===== src/rtl/dvp_pattern_tx.sv =====
// DVP (OV5640-style) camera transmitter driven by an internal RGB565 test-pattern generator.
// Emits vsync/href/data byte pairs (high byte first), one byte per clock.
module dvp_pattern_tx #(
    parameter int unsigned H_ACTIVE    = 640,
    parameter int unsigned H_TOTAL     = 1856,
    parameter int unsigned V_ACTIVE    = 480,
    parameter int unsigned V_TOTAL     = 984,
    parameter int unsigned VSYNC_LINES = 4,
    parameter int unsigned V_START     = 8
) (
    input  logic       clk,
    input  logic       rst_n,
    input  logic       enable,
    input  logic [1:0] pattern_sel,
    output logic       cam_vsync,
    output logic       cam_href,
    output logic [7:0] cam_data,
    output logic       busy,
    output logic       frame_done,
    output logic [7:0] frame_cnt
);

    localparam int unsigned H_BYTES = 2 * H_TOTAL;
    localparam int unsigned H_CW    = (H_BYTES > 1) ? $clog2(H_BYTES) : 1;
    localparam int unsigned V_CW    = (V_TOTAL > 1) ? $clog2(V_TOTAL) : 1;
    localparam int unsigned BAR_W   = H_ACTIVE / 8;
    localparam int unsigned BAR_CW  = (BAR_W > 1) ? $clog2(BAR_W) : 1;
    localparam int unsigned PIX_W   = 16;

    typedef enum logic {
        S_IDLE = 1'b0,
        S_RUN  = 1'b1
    } state_t;

    state_t            state_q, state_d;
    logic [H_CW-1:0]   h_cnt_q, h_cnt_d;
    logic [V_CW-1:0]   v_cnt_q, v_cnt_d;
    logic [1:0]        sel_q, sel_d;
    logic [PIX_W-1:0]  solid_q, solid_d;
    logic [BAR_CW-1:0] bar_px_q, bar_px_d;
    logic [2:0]        bar_idx_q, bar_idx_d;
    logic [7:0]        frame_cnt_q, frame_cnt_d;
    logic              vsync_q, vsync_d;
    logic              href_q, href_d;
    logic [7:0]        data_q, data_d;
    logic              busy_q, busy_d;
    logic              done_q, done_d;

    logic              h_last_c;
    logic              v_last_c;
    logic              vsync_c;
    logic              href_c;
    logic [PIX_W-1:0]  x_c;
    logic [PIX_W-1:0]  y_c;
    logic [PIX_W-1:0]  pix_c;
    logic [7:0]        byte_c;

    // Solid colour spreads the upper frame-count bits across R, G and B.
    function automatic logic [PIX_W-1:0] solid_of(input logic [5:0] c);
        return {c[5:1], c, c[5:1]};
    endfunction

    // Eight-entry colour-bar palette, left to right.
    function automatic logic [PIX_W-1:0] bar_colour(input logic [2:0] idx);
        logic [PIX_W-1:0] col;
        case (idx)
            3'd0:    col = 16'hFFFF;
            3'd1:    col = 16'hFFE0;
            3'd2:    col = 16'h07FF;
            3'd3:    col = 16'h07E0;
            3'd4:    col = 16'hF81F;
            3'd5:    col = 16'hF800;
            3'd6:    col = 16'h001F;
            default: col = 16'h0000;
        endcase
        return col;
    endfunction

    // Timing decode of the current counter position.
    always_comb begin
        h_last_c = (h_cnt_q == H_CW'(H_BYTES - 1));
        v_last_c = (v_cnt_q == V_CW'(V_TOTAL - 1));
        vsync_c  = (32'(v_cnt_q) < VSYNC_LINES);
        href_c   = (32'(v_cnt_q) >= V_START) &&
                   (32'(v_cnt_q) < (V_START + V_ACTIVE)) &&
                   (32'(h_cnt_q) < (2 * H_ACTIVE));
    end

    // Pixel generator: coordinates from the counters, colour from the latched pattern.
    always_comb begin
        x_c = PIX_W'(h_cnt_q >> 1);
        y_c = PIX_W'(v_cnt_q) - PIX_W'(V_START);
        case (sel_q)
            2'd0:    pix_c = bar_colour(bar_idx_q);
            2'd1:    pix_c = x_c;
            2'd2:    pix_c = (((x_c ^ y_c) & 16'h0020) != 16'h0000) ? 16'hFFFF : 16'h0000;
            default: pix_c = solid_q;
        endcase
        byte_c = h_cnt_q[0] ? pix_c[7:0] : pix_c[15:8];
    end

    // Next-state: IDLE/RUN control, raster counters, bar tracker and output decode.
    always_comb begin
        state_d     = state_q;
        h_cnt_d     = h_cnt_q;
        v_cnt_d     = v_cnt_q;
        sel_d       = sel_q;
        solid_d     = solid_q;
        bar_px_d    = bar_px_q;
        bar_idx_d   = bar_idx_q;
        frame_cnt_d = frame_cnt_q;
        vsync_d     = 1'b0;
        href_d      = 1'b0;
        data_d      = 8'h00;
        done_d      = 1'b0;

        case (state_q)
            S_IDLE: begin
                if (enable) begin
                    state_d   = S_RUN;
                    h_cnt_d   = '0;
                    v_cnt_d   = '0;
                    sel_d     = pattern_sel;
                    solid_d   = solid_of(frame_cnt_q[7:2]);
                    bar_px_d  = '0;
                    bar_idx_d = '0;
                end
            end
            S_RUN: begin
                vsync_d = vsync_c;
                href_d  = href_c;
                data_d  = href_c ? byte_c : 8'h00;
                if (h_last_c) begin
                    h_cnt_d   = '0;
                    bar_px_d  = '0;
                    bar_idx_d = '0;
                    if (v_last_c) begin
                        // Frame boundary: count it, pick up the new pattern, maybe stop.
                        v_cnt_d     = '0;
                        frame_cnt_d = frame_cnt_q + 8'd1;
                        done_d      = 1'b1;
                        sel_d       = pattern_sel;
                        solid_d     = solid_of(frame_cnt_d[7:2]);
                        if (!enable) begin
                            state_d = S_IDLE;
                        end
                    end else begin
                        v_cnt_d = v_cnt_q + V_CW'(1);
                    end
                end else begin
                    h_cnt_d = h_cnt_q + H_CW'(1);
                    // Advance the bar tracker once per pixel (after its low byte).
                    if (h_cnt_q[0]) begin
                        if (bar_px_q == BAR_CW'(BAR_W - 1)) begin
                            bar_px_d  = '0;
                            bar_idx_d = bar_idx_q + 3'd1;
                        end else begin
                            bar_px_d = bar_px_q + BAR_CW'(1);
                        end
                    end
                end
            end
        endcase

        busy_d = (state_d == S_RUN);
    end

    // State and output registers.
    always_ff @(posedge clk or negedge rst_n) begin
        if (!rst_n) begin
            state_q     <= S_IDLE;
            h_cnt_q     <= '0;
            v_cnt_q     <= '0;
            sel_q       <= 2'd0;
            solid_q     <= '0;
            bar_px_q    <= '0;
            bar_idx_q   <= 3'd0;
            frame_cnt_q <= 8'd0;
            vsync_q     <= 1'b0;
            href_q      <= 1'b0;
            data_q      <= 8'h00;
            busy_q      <= 1'b0;
            done_q      <= 1'b0;
        end else begin
            state_q     <= state_d;
            h_cnt_q     <= h_cnt_d;
            v_cnt_q     <= v_cnt_d;
            sel_q       <= sel_d;
            solid_q     <= solid_d;
            bar_px_q    <= bar_px_d;
            bar_idx_q   <= bar_idx_d;
            frame_cnt_q <= frame_cnt_d;
            vsync_q     <= vsync_d;
            href_q      <= href_d;
            data_q      <= data_d;
            busy_q      <= busy_d;
            done_q      <= done_d;
        end
    end

    assign cam_vsync  = vsync_q;
    assign cam_href   = href_q;
    assign cam_data   = data_q;
    assign busy       = busy_q;
    assign frame_done = done_q;
    assign frame_cnt  = frame_cnt_q;

endmodule

===== config.mk =====
export PLATFORM = sky130hd
export DESIGN_NAME = dvp_pattern_tx
export DESIGN_NICKNAME = d
export VERILOG_FILES = /design/src/rtl/dvp_pattern_tx.sv
export SDC_FILE = /design/constraint.sdc
export NUM_CORES = 1
export LEC_CHECK = 0
export ABC_AREA = 1
export CAP_MARGIN = 10
export CORE_MARGIN = 5
export CORE_UTILIZATION = 45
export CTS_CLUSTER_SIZE = 40
export DETAILED_ROUTE_END_ITERATION = 8
export DONT_BUFFER_PORTS = 1
export PLACE_DENSITY_LB_ADDON = 0.15
export SYNTH_ARGS = -nofsm -noshare
export SYNTH_HDL_FRONTEND = slang
export SYNTH_SLANG_ARGS = --single-unit

===== constraint.sdc =====
create_clock -name clk -period 3.9 [get_ports clk]
set_input_delay 1.17 -clock clk [delete_from_list [all_inputs] [get_ports clk]]
set_output_delay 1.17 -clock clk [all_outputs]
set_load 0.005 [all_outputs]

==> results.md, run 1 <==
- Largest family of logic cells by synthesized area: simple AND/OR/NAND/NOR gates
- Hold Path Sink: solid_q[5]$_DFFE_PN0P_
- Initial DRC Count: 181
- Sum Neg Setup Slack: 0 ps
- Number of detailed-route iterations in the first pass: 4
- Post-synthesis cell area: 0.00357 mm2
- Final net count: 492
- Crit path DAT: 2660 ps
- Worst EP required: 4150 ps
- Clk sinks: 60
- Mapped Cells: 477
- Die Y: 99.1 um
- DR vias: 2983
- Post-synthesis compound-gate area fraction: 0.108
- Num rows: 32
- Fin. Hold Viols: 0
- Crit path time final: 2420 ps
- Dpl hpwl: 5.94 mm
- Worst relative slew slack: 0.521
- Gr ovfl total: 0
- Number of setup buffers added after CTS: 0
- Fraction of layout cells with a size suffix above 1: 0.0809
- Worst Hold Class: flip-flop to flip-flop
- Die area: 0.00981 mm2
- ANT cells: 0
- Worst Setup Start Kind: flip-flop
- Mux contribution to synthesized area: 0
- DRC: 0
- Final Wtd Congestion: 0.975
- Synth Area in Adders: 0.0351
- Seq cells post-synth: 60
- Port buffer count: 0
- CP Max Fanout: 11
- Post-Synthesis Net Count: 492
- Pin count of the biggest net entering global routing: 61
- Antenna violations before repair: 0
- Clk slew on worst S/H paths: 70 ps
- Hold slack final: 474 ps
- Share of power burned in the clock network: 0.345
- Post-synthesis sequential area ratio: 0.421
- Yosys Warn Count: 0
- Io pins: 25
- Setup crit start: h_cnt_q[1]$_DFFE_PN0P_
- Die Wd: 99.1 um
- Worst slew pin tran: 714 ps
- Gr usage total: 0.181
- Initial Utilization: 0.462
- Vias per cell: 5.11
- Fin crit share: 0.620
- R2R Path End: solid_q[12]$_DFFE_PN0P_
- Internal power component: 1220 uW
- CTS tree: yes
- Sequential share of power: 0.456
- Synth cell types: 37
- Worst-skew pair later-pin latency: 360 ps
- Root Buffer: clkbuf_8
- Pwr Density: 474 mW/mm2
- Post-Synth XOR/XNOR Area: 0.0442
- First-pass GRT wire length: 14.1 mm
- Fin cells: 584
- Most frequent cells in the layout: nand2_1 (148), dfrtp_1 (60), inv_1 (42)
- Number of global-route vias before repair: 2850
- Final setup viols: 0
- DRT Wirelength: 8.17 mm
- P&R area growth vs syn: 7.78%
- Hold path cells: 2
- Switching pwr: 605 uW
- Clock tree buffer depth: 2
- Leading cell type in the layout, fill and taps excluded: nand2_1
- Maximum vdd drop: 0.260 mV
- Worst reg-to-reg path cell count: 10
- Leakage: 0.00192 uW
- Layout Skew: 11.9 ps
- Core footprint: 0.00773 mm2
- CTS resizes: 0
- H-tree depth: 3
- Unrepaired setup endpoints after global routing: false
- Slew Limit Fails: 0
- Critical path class: flip-flop to flip-flop
- Min-delay src: solid_q[5]$_DFFE_PN0P_
- Post-route ant nets: 0
- Run status: finished, final reports clean
- Overall power: 1820 uW
- Synth Area in Simple Gates: 0.322
- TritonCTS buffer count: 9
- Cells after DPL: 568
- Hold_buf cts: 0
- Gate power share: 0.199
- F_max: 414 MHz
- Max cap viols: 0
- Fillcell total: 785
- Switching Fraction: 0.332
- Critical R2R Launch: h_cnt_q[1]$_DFFE_PN0P_
- Reg2Reg Setup Slack: 1480 ps
- Mean Syn Cell Area: 7.48 um2
- Routed length per placed instance: 14.0 um
- Setup crit end kind: flip-flop
-- kinds of logic (layout without fill, tap and decap cells) --
group | Yosys count | in the layout
XOR/XNOR | 18 | 18
flip-flops | 60 | 60
AO/OA/AOI/OAI | 70 | 70
adder cells (fa/ha/maj) | 10 | 10
AND/OR/NAND/NOR | 260 | 260
buffers and inverters | 59 | 64
-- per-layer routing --
metal	global-route usage	vias up	wire length, um
li1	-	1549	-
met5	0	-	0
met3	0.0354	13	387
met2	0.270	67	3560
met1	0.255	1354	4050
met4	0.0777	0	170
-- metrics by stage --
step           utilization  cell area (um2)  worst slack, ps
3_5_place_dp         0.470             3630             1210
3_3_place_gp         0.470             3630             1320
6_report             0.498             3850             1480
5_1_grt              0.498             3850             1120
4_1_cts              0.498             3850             1470
2_1_floorplan            -             3570             1840
-- power groups by stage --
| stage | clock, uW | sequential [uW] | combinational [uW] |
|---|---|---|---|
| floorplan | 0 | 808 | 295 |
| global placement | 0 | 839 | 365 |
| detailed placement | 0 | 841 | 361 |
| CTS | 646 | 830 | 363 |
| global route | 670 | 848 | 418 |
| finish | 629 | 831 | 363 |
-- critical path, cell delays in order (launching register included) --
cell      delay [ps]
dfrtp_1          420
ha_1             190
nand2_1          100
nor2_2           200
nand3b_4         160
nand2_4          150
nand2_2          160
nor2_1           530
inv_1            240
nand2_1          100
nand2_1           50
-- registers in the layout (all words and copies together) (netlist names) --
signal / count
cam_vsync: 1
bar_px_q: 7
h_cnt_q: 12
v_cnt_q: 10
cam_href: 1
busy: 1
cam_data: 8
frame_done: 1
frame_cnt: 8
solid_q: 6
bar_idx_q: 3
sel_q: 2
-- final cells by class --
class                   count  area, um2  area share
flip-flops and latches     60       1500       0.390
clock inverters             6       88.8      0.0231
multi-input cells         358       1820       0.472
repair buffers              1       7.51     0.00195
inverters                  47        178      0.0462
clock buffers              10        128      0.0332
well taps                 102        128      0.0332
-- Yosys cell counts --
cell      number  area (um2)
nand2_1      148         556
dfrtp_1       60        1500
inv_1         42         158
nor2_1        37         139
nand3_1       33         165
o21ai_0       31         155
a21oi_1       23         115
xor2_1        16         140
nor3_1        12        60.1
ha_1          10         125
nand4_1        9        56.3
or2_2          8        50.1
buf_2          5        25.0
o21ai_1        5        25.0
o22ai_1        4        25.0
clkbuf_1       3        11.3
nor2_2         3        18.8
buf_4          2        15.0
buf_6          2        22.5
clkinv_1       2        7.51
inv_2          2        7.51
nand2_2        2        12.5
nor3_2         2        20.0
o21bai_1       2        15.0
xnor2_1        2        17.5
a21boi_0       1        7.51
a21oi_4        1        16.3
a22o_1         1        8.76
a31oi_1        1        6.26
a32o_1         1        10.0
and3_1         1        6.26
clkinv_2       1        5.00
nand2_4        1        11.3
nand3b_4       1        20.0
nor2_4         1        11.3
nor3_4         1        16.3
nor4_1         1        6.26
-- worst max path at each step --
stage / endpoint / slack, ps / cells after the start
4_1_cts: solid_q[10]$_DFFE_PN0P_ / 1470 / 10
3_3_place_gp: solid_q[13]$_DFFE_PN0P_ / 1320 / 7
2_1_floorplan: v_cnt_q[4]$_DFFE_PN0P_ / 1840 / 8
6_report: solid_q[12]$_DFFE_PN0P_ / 1480 / 10
5_1_grt: solid_q[14]$_DFFE_PN0P_ / 1120 / 10
3_5_place_dp: solid_q[10]$_DFFE_PN0P_ / 1210 / 7
Note: power is estimated with default switching activity, not from simulation.
==> run 2: changes to the inputs <==
==> constraint.sdc (replaced) <==
create_clock -name clk -period 2 [get_ports clk]
set_input_delay 0.6 -clock clk [delete_from_list [all_inputs] [get_ports clk]]
set_output_delay 0.6 -clock clk [all_outputs]
set_load 0.005 [all_outputs]
==> results.md, run 2 (synthesis results as in run 1) <==
- Run status: finished, final reports clean (unchanged)
- H-tree depth: 3 (unchanged)
- Fin crit share: 0.919 (was 0.620)
- Most frequent cell on the critical path: nand2_1 (unchanged)
- CP Max Fanout: 8 (was 11)
- Leakage: 0.00198 uW (was 0.00192 uW)
- Antenna violations before repair: 0 (unchanged)
- Gr usage total: 0.179 (was 0.181)
- Final net count: 503 (was 492)
- CP Cell Sequence: ha_1 -> nand2_1 -> nor2_2 -> nand2_1 -> nor2_1 -> nor2_2 -> nand2_1 -> nand2_2 -> nand2_1 -> o21ai_1 (was ha_1 -> nand2_1 -> nor2_2 -> nand3b_4 -> nand2_4 -> nand2_2 -> nor2_1 -> inv_1 -> nand2_1 -> nand2_1)
- Port buffer count: 0 (unchanged)
- Die Wd: 99.1 um (unchanged)
- Worst relative slew slack: 0.703 (was 0.521)
- Fraction of layout cells with a size suffix above 1: 0.103 (was 0.0809)
- Routed length per placed instance: 13.8 um (was 14.0 um)
- DRC: 0 (unchanged)
- Pwr Density: 900 mW/mm2 (was 474 mW/mm2)
- Most frequent cells in the layout: nand2_1 (147), dfrtp_1 (60), inv_1 (42) (was nand2_1 (148), dfrtp_1 (60), inv_1 (42))
- Pre-CTS setup slack: 108 ps (was 1210 ps)
- Io pins: 25 (unchanged)
- Largest regs: h_cnt_q (12), v_cnt_q (10) (unchanged)
- Max cap viols: 0 (unchanged)
- Worst slew pin tran: 442 ps (was 714 ps)
- Fillcell total: 754 (was 785)
- Layout Skew: 11.6 ps (was 11.9 ps)
- CTS tree: yes (unchanged)
- Initial Utilization: 0.462 (unchanged)
- Slew Limit Fails: 0 (unchanged)
- Die Y: 99.1 um (unchanged)
- FF/Latch Area: 0.00150 mm2 (unchanged)
- ANT cells: 0 (unchanged)
- Maximum vdd drop: 0.471 mV (was 0.260 mV)
- Core footprint: 0.00773 mm2 (unchanged)
- Num rows: 32 (unchanged)
- Critical path class: flip-flop to flip-flop (unchanged)
- Crit path time final: 1840 ps (was 2420 ps)
- Cells after DPL: 578 (was 568)
- Max reg flops: 12 (unchanged)
- Fin cells: 595 (was 584)
- Number of detailed-route iterations in the first pass: 5 (was 4)
- Worst EP required: 2260 ps (was 4150 ps)
- Top reg by flops: h_cnt_q (unchanged)
- Root Buffer: clkbuf_8 (unchanged)
- Post-route ant nets: 0 (unchanged)
- Worst Hold Class: input port to asynchronous set/reset pin (was flip-flop to flip-flop)
- CP peak stage delay: 430 ps (was 530 ps)
- Worst reg-to-reg path cell count: 10 (unchanged)
- Number of global-route vias before repair: 2912 (was 2850)
- Fin. Hold Viols: 0 (unchanged)
- Setup crit end kind: flip-flop (unchanged)
- Multi-input gate area: 0.00182 mm2 (about the same)
- Clock tree buffer depth: 2 (unchanged)
- Sum Neg Setup Slack: 0 ps (unchanged)
- TritonCTS buffer count: 9 (unchanged)
- DRT Wirelength: 8.23 mm (was 8.17 mm)
- Clk sinks: 60 (unchanged)
- Number of setup buffers added after CTS: 0 (unchanged)
- Clk slew on worst S/H paths: 80 ps (was 70 ps)
- Pin count of the biggest net entering global routing: 61 (unchanged)
- Leading cell type in the layout, fill and taps excluded: nand2_1 (unchanged)
- F_max: 544 MHz (was 414 MHz)
- Dpl hpwl: 5.90 mm (was 5.94 mm)
- Final Wtd Congestion: 0.892 (was 0.975)
- P&R area growth vs syn: 10.7% (was 7.78%)
- Final worst setup slack: 163 ps (was 1480 ps)
- Worst Setup Start Kind: flip-flop (unchanged)
- Initial DRC Count: 169 (was 181)
- Slowest stage cell, crit path: dfrtp_1 (was nor2_1)
- First-pass GRT wire length: 14.0 mm (was 14.1 mm)
- Gr ovfl total: 0 (unchanged)
- Final setup viols: 0 (unchanged)
- Worst-skew pair later-pin latency: 340 ps (was 360 ps)
- Die area: 0.00981 mm2 (unchanged)
- DR vias: 3025 (was 2983)
- Crit path DAT: 2100 ps (was 2660 ps)
- Vias per cell: 5.08 (was 5.11)
run 2: cell count changes in the layout (fill, tap and decap cells not counted), sizes merged:
| cell | previous run | this run |
|---|---|---|
| buf | 1 | 12 |
run 2: metal layers:
layer,GRT usage,part of all wire,vias up
met1,0.245,0.49,1392
met3,0.0467,0.044,10
met2,0.276,0.45,59
met4,0.0578,0.015,0
li1,-,-,1564
met5,0,0,-
run 2: final timing paths:
check / start / end / slack, ps
max reg2reg: h_cnt_q[0]$_DFFE_PN0P_ / bar_idx_q[0]$_DFFE_PN0P_ / 160
max: h_cnt_q[0]$_DFFE_PN0P_ / bar_idx_q[0]$_DFFE_PN0P_ / 160
min: rst_n / cam_data[0]$_DFF_PN0_ / 120
min reg2reg: solid_q[14]$_DFFE_PN0P_ / solid_q[14]$_DFFE_PN0P_ / 470
max in group asynchronous: rst_n / bar_px_q[3]$_DFFE_PN0P_ / 1620
min in group clk: enable / busy$_DFF_PN0_ / 370
run 2: stage by stage:
stage	total power, uW	hold WS, ps	utilization	area (um2)
CTS	3570	-70.4	0.507	3920
floorplan	2150	304	-	3570
finish	3560	125	0.511	3950
detailed placement	2330	306	0.479	3700
global route	3810	128	0.511	3950
global placement	2310	307	0.479	3700
run 2: worst max-delay path, delay by kind of cell, from the launching register on:
kind	cells	cell delay [ps]
DFF	1	430
and+or+nand+nor	8	1040
adders and majority gates	1	220
AOI/OAI and AO/OA	1	70
run 2: what timing repair did:
item	in CTS	in global routing
resized for setup	0	2
endpoints found under the setup margin	0	5
endpoints found under the hold margin	60	60
run 2: area by class of cell:
| class | count | area share |
|---|---|---|
| clock inverters | 6 | 0.0225 |
| well taps | 102 | 0.0323 |
| inverters | 47 | 0.0450 |
| flip-flops and latches | 60 | 0.380 |
| multi-input cells | 358 | 0.460 |
| repair buffers | 12 | 0.0279 |
| clock buffers | 10 | 0.0323 |
run 2: power breakdown:
| part | total, uW | leakage [uW] | switching, uW | internal, uW |
|---|---|---|---|---|
| logic | 723 | 0.00112 | 440 | 283 |
| registers | 1610 | 0.000760 | 210 | 1400 |
| clock network | 1220 | 0.000102 | 519 | 702 |
